<file path="config.mk">
export PLATFORM = sky130hd
export DESIGN_NAME = regfile_write_arbiter
export DESIGN_NICKNAME = d
export VERILOG_FILES = /design/src/rtl/regfile_write_arbiter.sv
export SDC_FILE = /design/constraint.sdc
export NUM_CORES = 1
export LEC_CHECK = 0
export ABC_AREA = 1
export CORE_ASPECT_RATIO = 1.1
export CORE_UTILIZATION = 42
export DETAILED_ROUTE_END_ITERATION = 7
export PLACE_DENSITY = 0.95
export REMOVE_ABC_BUFFERS = 1
export SYNTH_ARGS = -nofsm -noshare
export SYNTH_HDL_FRONTEND = slang
export SYNTH_SLANG_ARGS = --single-unit
</file>
<file path="constraint.sdc">
create_clock -name clk -period 4 [get_ports clk]
set_input_delay 0.8 -clock clk [delete_from_list [all_inputs] [get_ports clk]]
set_output_delay 0.8 -clock clk [all_outputs]
set_load 0.01 [all_outputs]
</file>
<file path="src/rtl/regfile_write_arbiter.sv">
`default_nettype none
// ============================================================================
// Module      : regfile_write_arbiter
// Description : Round-robin arbiter for the single write port of the 16-entry
//               key/data register file. The winning beat is registered into
//               one output stage that drives the write-select decoder. A
//               requester may lock the grant for multi-word sequences.
// Revision    : 1.0 - initial release
// ============================================================================
module regfile_write_arbiter #(
    parameter int NREQ = 4,
    parameter int DW   = 32,
    parameter int PW   = $clog2(NREQ)
) (
    input  logic               clk,
    input  logic               rst_n,
    input  logic [NREQ-1:0]    req_valid,
    input  logic [NREQ-1:0]    req_lock,
    input  logic [4*NREQ-1:0]  req_addr,
    input  logic [DW*NREQ-1:0] req_data,
    output logic [NREQ-1:0]    req_ready,
    input  logic               wr_stall,
    output logic               wr_en,
    output logic [3:0]         wr_addr,
    output logic [DW-1:0]      wr_data,
    output logic [PW-1:0]      gnt_id,
    output logic               locked
);

    typedef enum logic [0:0] {
        S_ARB    = 1'b0,
        S_LOCKED = 1'b1
    } state_t;

    state_t          r_state;
    logic [PW-1:0]   r_owner;
    logic [PW-1:0]   r_rr_ptr;
    logic            r_wr_en;
    logic [3:0]      r_wr_addr;
    logic [DW-1:0]   r_wr_data;
    logic [PW-1:0]   r_gnt_id;

    logic            w_free;
    logic            w_found;
    logic [PW-1:0]   w_winner;
    logic [PW:0]     w_idx;
    logic [PW-1:0]   w_sel;
    logic            w_offer;
    logic            w_accept;
    logic            w_sel_lock;
    logic [3:0]      w_sel_addr;
    logic [DW-1:0]   w_sel_data;

    // Pointer advance with wrap at NREQ (NREQ need not be a power of two).
    function automatic logic [PW-1:0] f_next(input logic [PW-1:0] p);
        if (p == PW'(NREQ - 1)) begin
            return '0;
        end
        return p + PW'(1);
    endfunction

    // The stage can take a new beat when it is empty or its write commits now.
    assign w_free = !r_wr_en || !wr_stall;

    // Round-robin search: first valid requester at or after the pointer.
    always_comb begin
        w_found  = 1'b0;
        w_winner = '0;
        w_idx    = '0;
        for (int k = 0; k < NREQ; k++) begin
            w_idx = {1'b0, r_rr_ptr} + (PW+1)'(k);
            if (w_idx >= (PW+1)'(NREQ)) begin
                w_idx = w_idx - (PW+1)'(NREQ);
            end
            if (!w_found && req_valid[w_idx[PW-1:0]]) begin
                w_found  = 1'b1;
                w_winner = w_idx[PW-1:0];
            end
        end
    end

    // While locked only the owner is offered the port, even when idle.
    always_comb begin
        w_sel      = (r_state == S_LOCKED) ? r_owner : w_winner;
        w_offer    = w_free && ((r_state == S_LOCKED) || w_found);
        req_ready  = w_offer ? (NREQ'(1) << w_sel) : '0;
        w_accept   = w_offer && req_valid[w_sel];
        w_sel_lock = req_lock[w_sel];
        w_sel_addr = '0;
        w_sel_data = '0;
        for (int i = 0; i < NREQ; i++) begin
            if (w_sel == PW'(i)) begin
                w_sel_addr = req_addr[4*i +: 4];
                w_sel_data = req_data[DW*i +: DW];
            end
        end
    end

    // Arbitration state, round-robin pointer and the registered output stage.
    always_ff @(posedge clk or negedge rst_n) begin
        if (!rst_n) begin
            r_state   <= S_ARB;
            r_owner   <= '0;
            r_rr_ptr  <= '0;
            r_wr_en   <= 1'b0;
            r_wr_addr <= '0;
            r_wr_data <= '0;
            r_gnt_id  <= '0;
        end else if (w_free) begin
            // An idle cycle clears the strobe but keeps the last address/data.
            r_wr_en <= w_accept;
            if (w_accept) begin
                r_wr_addr <= w_sel_addr;
                r_wr_data <= w_sel_data;
                r_gnt_id  <= w_sel;
                case (r_state)
                    S_ARB: begin
                        if (w_sel_lock) begin
                            r_state <= S_LOCKED;
                            r_owner <= w_sel;
                        end else begin
                            r_rr_ptr <= f_next(w_sel);
                        end
                    end
                    S_LOCKED: begin
                        if (!w_sel_lock) begin
                            r_state  <= S_ARB;
                            r_rr_ptr <= f_next(r_owner);
                        end
                    end
                    default: r_state <= S_ARB;
                endcase
            end
        end
    end

    assign wr_en   = r_wr_en;
    assign wr_addr = r_wr_addr;
    assign wr_data = r_wr_data;
    assign gnt_id  = r_gnt_id;
    assign locked  = (r_state == S_LOCKED);

endmodule
`default_nettype wire

</file>
Word level (Yosys, flattened, before mapping)
Cells that the tools add are included.
{"block": "word_totals", "regBits": 44, "inputBits": 155, "output_inout_bits": 44, "elab_cells": 101}
{"block": "classes", "add_sub_neg": 9, "order_cmp": 9, "eq_ne": 6, "shift": 1, "mux": 52, "bitwise_logic": 1, "reduce_logical": 16}
{"op": "$mux W32", "n": 4}
{"op": "$mux W2", "n": 15}
{"op": "$mux W1", "n": 21}
{"op": "$mux W4", "n": 5}
{"op": "$lt A2 B3 Y1 const B", "n": 5}
{"op": "$bmux W1 S2", "n": 6}
{"op": "$ge A3 B3 Y1 const B", "n": 3}
{"op": "$reduce_and A4 Y1", "n": 2}
{"op": "$sub A2 B1 Y2 const B", "n": 4}
{"op": "$add A2 B2 Y3 const B", "n": 2}
{"op": "$eq A2 B2 Y1 const B", "n": 3}
{"op": "$logic_and A1 B1 Y1", "n": 5}
{"op": "$logic_not A1 Y1", "n": 5}
{"op": "$add A2 B1 Y2 const B", "n": 2}
{"op": "$ne A2 B2 Y1 const B", "n": 2}
{"op": "$pmux W2 S2", "n": 1}
{"op": "$shl A1 B2 Y4 const A", "n": 1}
{"op": "$add A2 B1 Y3 const B", "n": 1}
{"op": "$ge A2 B3 Y1 const B", "n": 1}
{"op": "$eq A2 B1 Y1 const B", "n": 1}
{"op": "$logic_not A2 Y1", "n": 1}
{"op": "$logic_or A1 B1 Y1", "n": 2}
{"op": "$reduce_and A2 Y1", "n": 1}
{"op": "$not A1 Y1", "n": 1}

Longest topological paths before layout
Gate-level depths: netlist of the first run.
{"block": "depth", "ltp_word": 24, "mapped_depth": 22, "ltp_nobuf": 19}

Worst setup path before layout of the first run
Ideal clock, no wire load.
{"block": "synth_timing", "path_kind": "in2out", "start": "in req_valid[2]", "end": "out req_ready[1]", "arrival_ns": 2.583, "t_required_ns": 3.200, "slack_ns": 0.617, "path_stages": 16, "n_path_buf": 2, "path_cell_list": "inv_1 > nand2_1 > nand2_1 > nand2_1 > nand2_2 > nand2_2 > nand2_1 > nand2_2 > nand3_4 > nand3_4 > inv_1 > ha_1 > clkbuf_1 > inv_2 > buf_1 > nor2_1"}
{"block": "synth_via", "elab_chain_len": 15, "elab_cells_between_ends": 27, "cone_classes": "shift: 1; mux: 18; reduce/logical: 8"}
{"element": "start, declared", "line": "17", "text": "input logic [NREQ-1:0] req_valid,"}
{"element": "$bmux W1 S2", "line": "75", "text": "if (!w_found && req_valid[w_idx[PW-1:0]]) begin"}
{"element": "$mux W1 (not written as such)", "line": "75"}
{"element": "$mux W1", "line": "75"}
{"element": "$logic_not A1 Y1", "line": "75"}
{"element": "$logic_and A1 B1 Y1", "line": "75"}
{"element": "$mux W1", "line": "75"}
{"element": "$logic_not A1 Y1", "line": "75"}
{"element": "$logic_and A1 B1 Y1", "line": "75"}
{"element": "$mux W1", "line": "75"}
{"element": "$logic_not A1 Y1", "line": "75"}
{"element": "$logic_and A1 B1 Y1", "line": "75"}
{"element": "$mux W2 *", "line": "75"}
{"element": "$mux W2 *", "line": "84", "text": "w_sel = (r_state == S_LOCKED) ? r_owner : w_winner;"}
{"element": "via w_sel[0]", "line": "47", "text": "logic [PW-1:0] w_sel;"}
{"element": "$shl A1 B2 Y4 *", "line": "86", "text": "req_ready = w_offer ? (NREQ'(1) << w_sel) : '0;"}
{"element": "$mux W4 *", "line": "86"}
{"element": "end, declared", "line": "21", "text": "output logic [NREQ-1:0] req_ready,"}
Mark *: on every way through the listed nets, which the timed path passes. The rest lies on a longest branch. The select of a mux whose other input is x is not followed.

Worst setup path in the final report of the first run
Same ends and word-level chain as after synthesis.

==> run_results.csv, run 1 <==
group,metric,value,unit
power_and_ir_drop,p_per_area,817.2,nW/um2
critical_path,max_stage_delay,430,ps
die,start_util,44.21,%
synth,yosysTopAreaCell,"dfrtp_1",
synth,synth_cell_types,26,
synth,ys_top_cells_by_area,"dfrtp_1 33%, nand2_1 26%, o21ai_0 11%",
global_routing,grt_pass1_vias,4024,
placement,gp_congestion,0.8480,
critical_path,path_buf_inv,6,
timing,setup_viol,0,
critical_path,cp-start-kind,"primary input",
routing,dr_total_vias,4353,
synth,syn-cell-area,3377,um2
final_layout,fillerInstances,608,
synth,ys_warn_count,0,
placement,io_buffer_count,198,
timing,max_freq,275.0,MHz
routing,wire_per_inst,14.11,um
die,io_pins,199,
critical_path,r2r_cells,20,
global_routing,grt_overflow,0,
timing,period_needed,3636,ps
timing,skew,6.174,ps
critical_path,crit_fanout,7,
clock_tree,cts_tree,"yes",
synth,synth-main-ff-cell,"dfrtp_1",
routing,ant_nets,0,
timing,hold_viol,0,
synth,yosys.area.top_type_share,32.60,%
clock_tree,clk_pin_slew_worst_paths,70,ps
min_path,holdCritStartpoint,"wr_data[30]",
critical_path,arrival,2840,ps
min_path,hold_end,"wr_data[30]",
synth,synth.avg_cell_area,6.254,um2
critical_path,r2r-start,"r_rr_ptr[0]",
timing,tns,0,ps
placement,hpwlAfterDp,8.787,mm
critical_path,worstPathRequired,3200,ps
critical_path,critPathCaptureType,"primary output",
critical_path,crit_slowest_cell,"clkdlybuf4s50_1",
clock_tree,hold_buffers,0,
routing,drc,0,
critical_path,crit_chain,"clkdlybuf4s50_1, inv_1, nand2_1, nand2_1, nand2_1, nand2_2, nand2_2, nand2_1, nand2_2, nand3_4, nand3_4, buf_4, inv_2, ha_2, inv_2, nor2_1, dlymetal6s2s_1",
clock_tree,cts_sinks,44,
final_layout,num_antenna_cells,0,
die,core_area,7639,um2
clock_tree,cts_root_buf,"clkbuf_8",
synth,ys_seq_area_share,32.60,%
timing,finalCritPeriodShare,90.91,%
final_layout,nets,886,
global_routing,grt_max_degree,73,
routing,routed_wl,11.74,mm
min_path,worstHoldPathType,"register to register",
synth,synth_seq_cells,44,
timing,rsz0062_at_grt,"no",
synth,synth_common_cells,"236 x nand2_1, 75 x o21ai_0, 46 x nand3_1, 44 x dfrtp_1, 37 x a21oi_1",
final_layout,syn_to_final_growth,64.76,%
final_layout,drive_gt1_share,7.565,%
synth,syn_inst,540,
outcome,status,"complete, no violations",
die,die_h,96.05,um
synth,yosysMostFrequentCell,"nand2_1",
die,die-area,8403,um2
timing,maxSlewHeadroom,36.73,%
timing,layout_setup_ws,363.8,ps
clock_tree,clock_latency,290,ps
run,timing.max_cap.violations,0,
min_path,worstHoldPathCells,2,
critical_path,reg2reg_slack,1060,ps
global_routing,antenna_found_initial,0,
die,rows,33,
placement,dp_slack,10.55,ps
power_and_ir_drop,ir_drop,0.5394,mV
global_routing,grt_usage,27.53,%
routing,dr.pass1.iters,5,
timing,worst_pin_slew,949.1,ps
clock_tree,clock_path_buffers,2,
synth,synth-edff-count,0,
routing,drt_iter0_drc,184,
critical_path,reg2reg_to,"wr_data[18]",
clock_tree,htree_levels,2,
global_routing,grt_pass1_wl,18.03,mm
routing,vias_per_cell,5.232,
timing,report.final.slew_viol_count,0,
critical_path,crit_top_cell,"nand2_1",
critical_path,critPathKind,"primary input to primary output",
critical_path,cp_top_family,"buffers and inverters",
synth,async_reset_ff_share,100.0,%
power_and_ir_drop,power.leakage,2.625,nW
die,chipWidth,87.50,um
clock_tree,cts_buffers,5,
## routing by layer
layer  track usage (%)  part of all wire (%)  vias up
li1                  -                     -     2134
met1             31.92                    39     1991
met2             49.80                    52      198
met3             5.232                   6.8       30
met4             10.93                   2.6        0
met5                 0                     0        -
## tightest hold or removal path: stages (launching register included)
cell and delay, ps:
dfrtp_1 350, nand2_1 50, nand2_1 50
## cells in the final DEF, fill, tap and decap left out, drive strengths merged
| cell | synthesis | final |
|---|---|---|
| nand2 | 241 | 241 |
| clkdlybuf4s50 | 0 | 193 |
| o21ai | 79 | 79 |
| nand3 | 53 | 53 |
| dfrtp | 44 | 44 |
| a21oi | 37 | 37 |
| inv | 21 | 21 |
| buf | 16 | 18 |
| nor2 | 15 | 15 |
| nand4 | 6 | 6 |
| clkbuf | 20 | 6 |
| ha | 5 | 5 |
| dlymetal6s2s | 0 | 4 |
| clkinv | 0 | 2 |
| or2 | 1 | 1 |
| nor3 | 1 | 1 |
| a31oi | 1 | 1 |
## area by class of cell
cell class / count / area, um2 / area share [%]
well taps: 105 / 131.4 / 2.361
clock buffers: 6 / 82.58 / 1.484
multi-input cells: 439 / 2031 / 36.50
repair buffers: 215 / 2127 / 38.23
inverters: 21 / 81.33 / 1.462
flip-flops and latches: 44 / 1101 / 19.79
clock inverters: 2 / 10.01 / 0.1799
## what timing repair did
item | CTS | global route
setup endpoints to repair | 1 | 4
resized for setup | 1 | 5
pin swaps | 0 | 1
setup buffers | 0 | 5
## stage by stage
stage | instances | hold slack (ps) | util (%) | total power (W) | cell area (um2)
2_1_floorplan | 504 | 461.8 | - | 0.002865 | 3208
3_3_place_gp | 819 | 462.8 | 70.97 | 0.004055 | 5421
3_5_place_dp | 819 | 463.9 | 70.97 | 0.004196 | 5421
4_1_cts | 827 | 484.2 | 72.19 | 0.004489 | 5514
5_1_grt | 832 | 514.7 | 72.84 | 0.005009 | 5564
6_report | 832 | 482.1 | 72.84 | 0.004547 | 5564
## registers in the layout (all words and copies together) (netlist names)
register,flops
r_owner,2
r_rr_ptr,2
wr_en,1
wr_addr,4
gnt_id,2
locked,1
wr_data,32
## logic make-up (layout without fill, tap and decap cells)
logic type      after synthesis  after routing  synth area share, %
compound gates              117            117                17.71
fa+ha+maj                     5              5                1.853
buf+inv                      57            244                7.410
flops                        44             44                32.60
simple gates                317            317                40.42
## worst max path at each step
| stage | startpoint | end | slack [ps] | cells after the start |
|---|---|---|---|---|
| after detailed placement | req_valid[2] | req_ready[1] | 10 | 16 |
| after CTS | req_valid[2] | req_ready[1] | 30 | 16 |
| after global routing | req_valid[2] | req_ready[1] | 180 | 17 |
| final | req_valid[2] | req_ready[1] | 360 | 17 |
| after floorplan | req_valid[1] | req_ready[2] | -0.4 | 12 |
| after global placement | req_valid[2] | req_ready[1] | 80 | 16 |
## power by group
part           total (W)  leakage [nW]  switching, W  internal (W)
registers       0.000788         0.557      0.000125      0.000662
clock network   0.000282        0.0510      0.000144      0.000138
logic            0.00348          2.02       0.00208       0.00140
(Power assumes the default switching activity.)
==> run 2, diff against run 1 <==
--- a/config.mk
+++ b/config.mk
@@ -8,9 +8,11 @@
 export ABC_AREA = 1
 export CORE_ASPECT_RATIO = 1.1
 export CORE_UTILIZATION = 42
+export CTS_CLUSTER_DIAMETER = 100
 export DETAILED_ROUTE_END_ITERATION = 7
 export PLACE_DENSITY = 0.95
 export REMOVE_ABC_BUFFERS = 1
+export SETUP_SLACK_MARGIN = 0.05
 export SYNTH_ARGS = -nofsm -noshare
 export SYNTH_HDL_FRONTEND = slang
 export SYNTH_SLANG_ARGS = --single-unit
==> run 2 against run 1 <==
Effect of this change: the flow now finishes with violations (design-rule violations); clock skew fell by 0.75 ps; setup slack got worse by 110 ps; register-to-register slack barely moved; final cell count did not move; clock power barely moved.
==> run_results.csv, run 2 (same netlist as run 1, synthesis figures left out) <==
group,metric,value,unit
die,die-area,8403,um2
final_layout,layout_commonest_cell,"nand2_1",
critical_path,max_stage_delay,480,ps
critical_path,crit_slowest_cell,"clkdlybuf4s50_1",
timing,maxSlewHeadroom,36.69,%
min_path,worstHoldPathCells,2,
die,io_pins,199,
global_routing,grt_usage,27.53,%
final_layout,nets,886,
critical_path,critPathKind,"primary input to primary output",
final_layout,fillerInstances,612,
timing,tns,0,ps
power_and_ir_drop,p_per_area,816.6,nW/um2
timing,hold_viol,0,
timing,finalCritPeriodShare,93.67,%
placement,dp_cells,819,
critical_path,worstPathRequired,3200,ps
routing,routed_wl,11.66,mm
routing,dr_total_vias,4341,
final_layout,num_antenna_cells,0,
power_and_ir_drop,total_power,0.004538,W
routing,drc,1,
die,die_h,96.05,um
global_routing,grt_overflow,0,
min_path,hold_end,"wr_data[30]",
final_layout,final_cell_mix,"236 x nand2_1, 193 x clkdlybuf4s50_1, 75 x o21ai_0",
routing,drt_iter0_drc,158,
critical_path,cp-start-kind,"primary input",
global_routing,antenna_found_initial,0,
routing,ant_nets,0,
die,core_area,7639,um2
critical_path,crit_top_cell,"nand2_1",
clock_tree,cts_sinks,44,
critical_path,crit_start,"req_valid[3]",
final_layout,layout.cells.non_filler,832,
clock_tree,clk_pin_slew_worst_paths,70,ps
critical_path,reg2reg_slack,1050,ps
placement,dp_slack,10.55,ps
timing,worst_pin_slew,949.6,ps
placement,io_buffer_count,198,
global_routing,grt_pass1_wl,18.03,mm
min_path,holdCritStartpoint,"wr_data[30]",
timing,period_needed,3747,ps
power_and_ir_drop,power.leakage,2.616,nW
timing,layout_setup_ws,253.2,ps
placement,gp_congestion,0.8480,
outcome,violations,"design-rule violations",
critical_path,r2r-start,"r_rr_ptr[0]",
clock_tree,clock_latency,290,ps
timing,setup_viol,0,
clock_tree,cts_buffers,5,
clock_tree,htree_levels,2,
timing,skew,5.428,ps
timing,max_freq,266.9,MHz
clock_tree,cts_tree,"yes",
critical_path,reg2reg_to,"wr_data[16]",
critical_path,crit_chain,"clkdlybuf4s50_1, inv_1, nand2_1, nand3_1, nand2_1, nand2_2, nand2_1, nand2_2, nand3_4, nand3_4, buf_4, inv_2, ha_1, inv_2, nor2_1, dlygate4sd2_1",
run,timing.max_cap.violations,0,
critical_path,crit_fanout,7,
critical_path,path_buf_inv,6,
global_routing,grt_pass1_vias,4024,
power_and_ir_drop,ir_drop,0.5361,mV
final_layout,drive_gt1_share,7.428,%
routing,dr.pass1.iters,8,
die,rows,33,
timing,rsz0062_at_grt,"no",
placement,hpwlAfterDp,8.787,mm
final_layout,syn_to_final_growth,64.58,%
routing,vias_per_cell,5.218,
min_path,worstHoldPathType,"register to register",
final_layout,postLayoutCoreUtil,72.76,%
clock_tree,cts_root_buf,"clkbuf_8",
critical_path,cp_top_family,"buffers and inverters",
die,chipWidth,87.50,um
critical_path,r2r_cells,21,
final_layout,largest_reg_flops,32,
critical_path,arrival,2950,ps
die,start_util,44.21,%
timing,report.final.slew_viol_count,0,
outcome,status,"finished with violations",
global_routing,grt_max_degree,73,
clock_tree,clock_path_buffers,2,
critical_path,critPathCaptureType,"primary output",
routing,wire_per_inst,14.02,um
[run 2: final cells by class]
type | count | area, um2 | area share [%]
Timing Repair Buffer | 215 | 2123 | 38.20
Multi-Input combinational cell | 439 | 2028 | 36.49
Sequential cell | 44 | 1101 | 19.81
Tap cell | 105 | 131.4 | 2.364
Clock buffer | 6 | 82.58 | 1.486
Inverter | 21 | 81.33 | 1.463
Clock inverter | 2 | 10.01 | 0.1801
[run 2: routing by layer]
| metal | track usage [%] | wire [um] | vias to the layer above |
|---|---|---|---|
| met5 | 0 | 0 | - |
| met1 | 31.92 | 4567 | 1971 |
| met4 | 10.93 | 314 | 0 |
| li1 | - | - | 2128 |
| met3 | 5.232 | 795 | 34 |
| met2 | 49.80 | 5985 | 208 |
[run 2: worst max path at each step]
stage,to,slack [ps],cells past startpoint
2_1_floorplan,req_ready[2],-0.4,12
3_3_place_gp,req_ready[1],80,16
3_5_place_dp,req_ready[1],10,16
4_1_cts,req_ready[3],70,16
5_1_grt,req_ready[1],40,17
6_report,req_ready[1],250,16
[run 2: where the power goes]
group / internal, W / leakage (nW) / switching (W) / total [W]
clock: 0.000138 / 0.0510 / 0.000144 / 0.000282
sequential: 0.000662 / 0.557 / 0.000126 / 0.000788
combinational: 0.00139 / 2.01 / 0.00208 / 0.00347
[run 2: timing repair]
action / CTS / global route
hold buffers: 0 / 0
pin swaps: 0 / 1
endpoints found under the setup margin: 2 / 3
endpoints found under the hold margin: 0 / 0
resized for setup: 2 / 3
buffers inserted: 0 / 5
[run 2: per-stage QoR]
stage               hold slack [ps]  instance area (um2)
finish                        483.0                 5558
global placement              462.8                 5421
global route                  514.7                 5558
CTS                           484.2                 5513
floorplan                     461.8                 3208
detailed placement            463.9                 5421
[run 2: tightest hold or removal path: cells and delay by family (launching register included)]
kind             cells  cell delay (ps)
and+or+nand+nor      2              100
DFF                  1              350
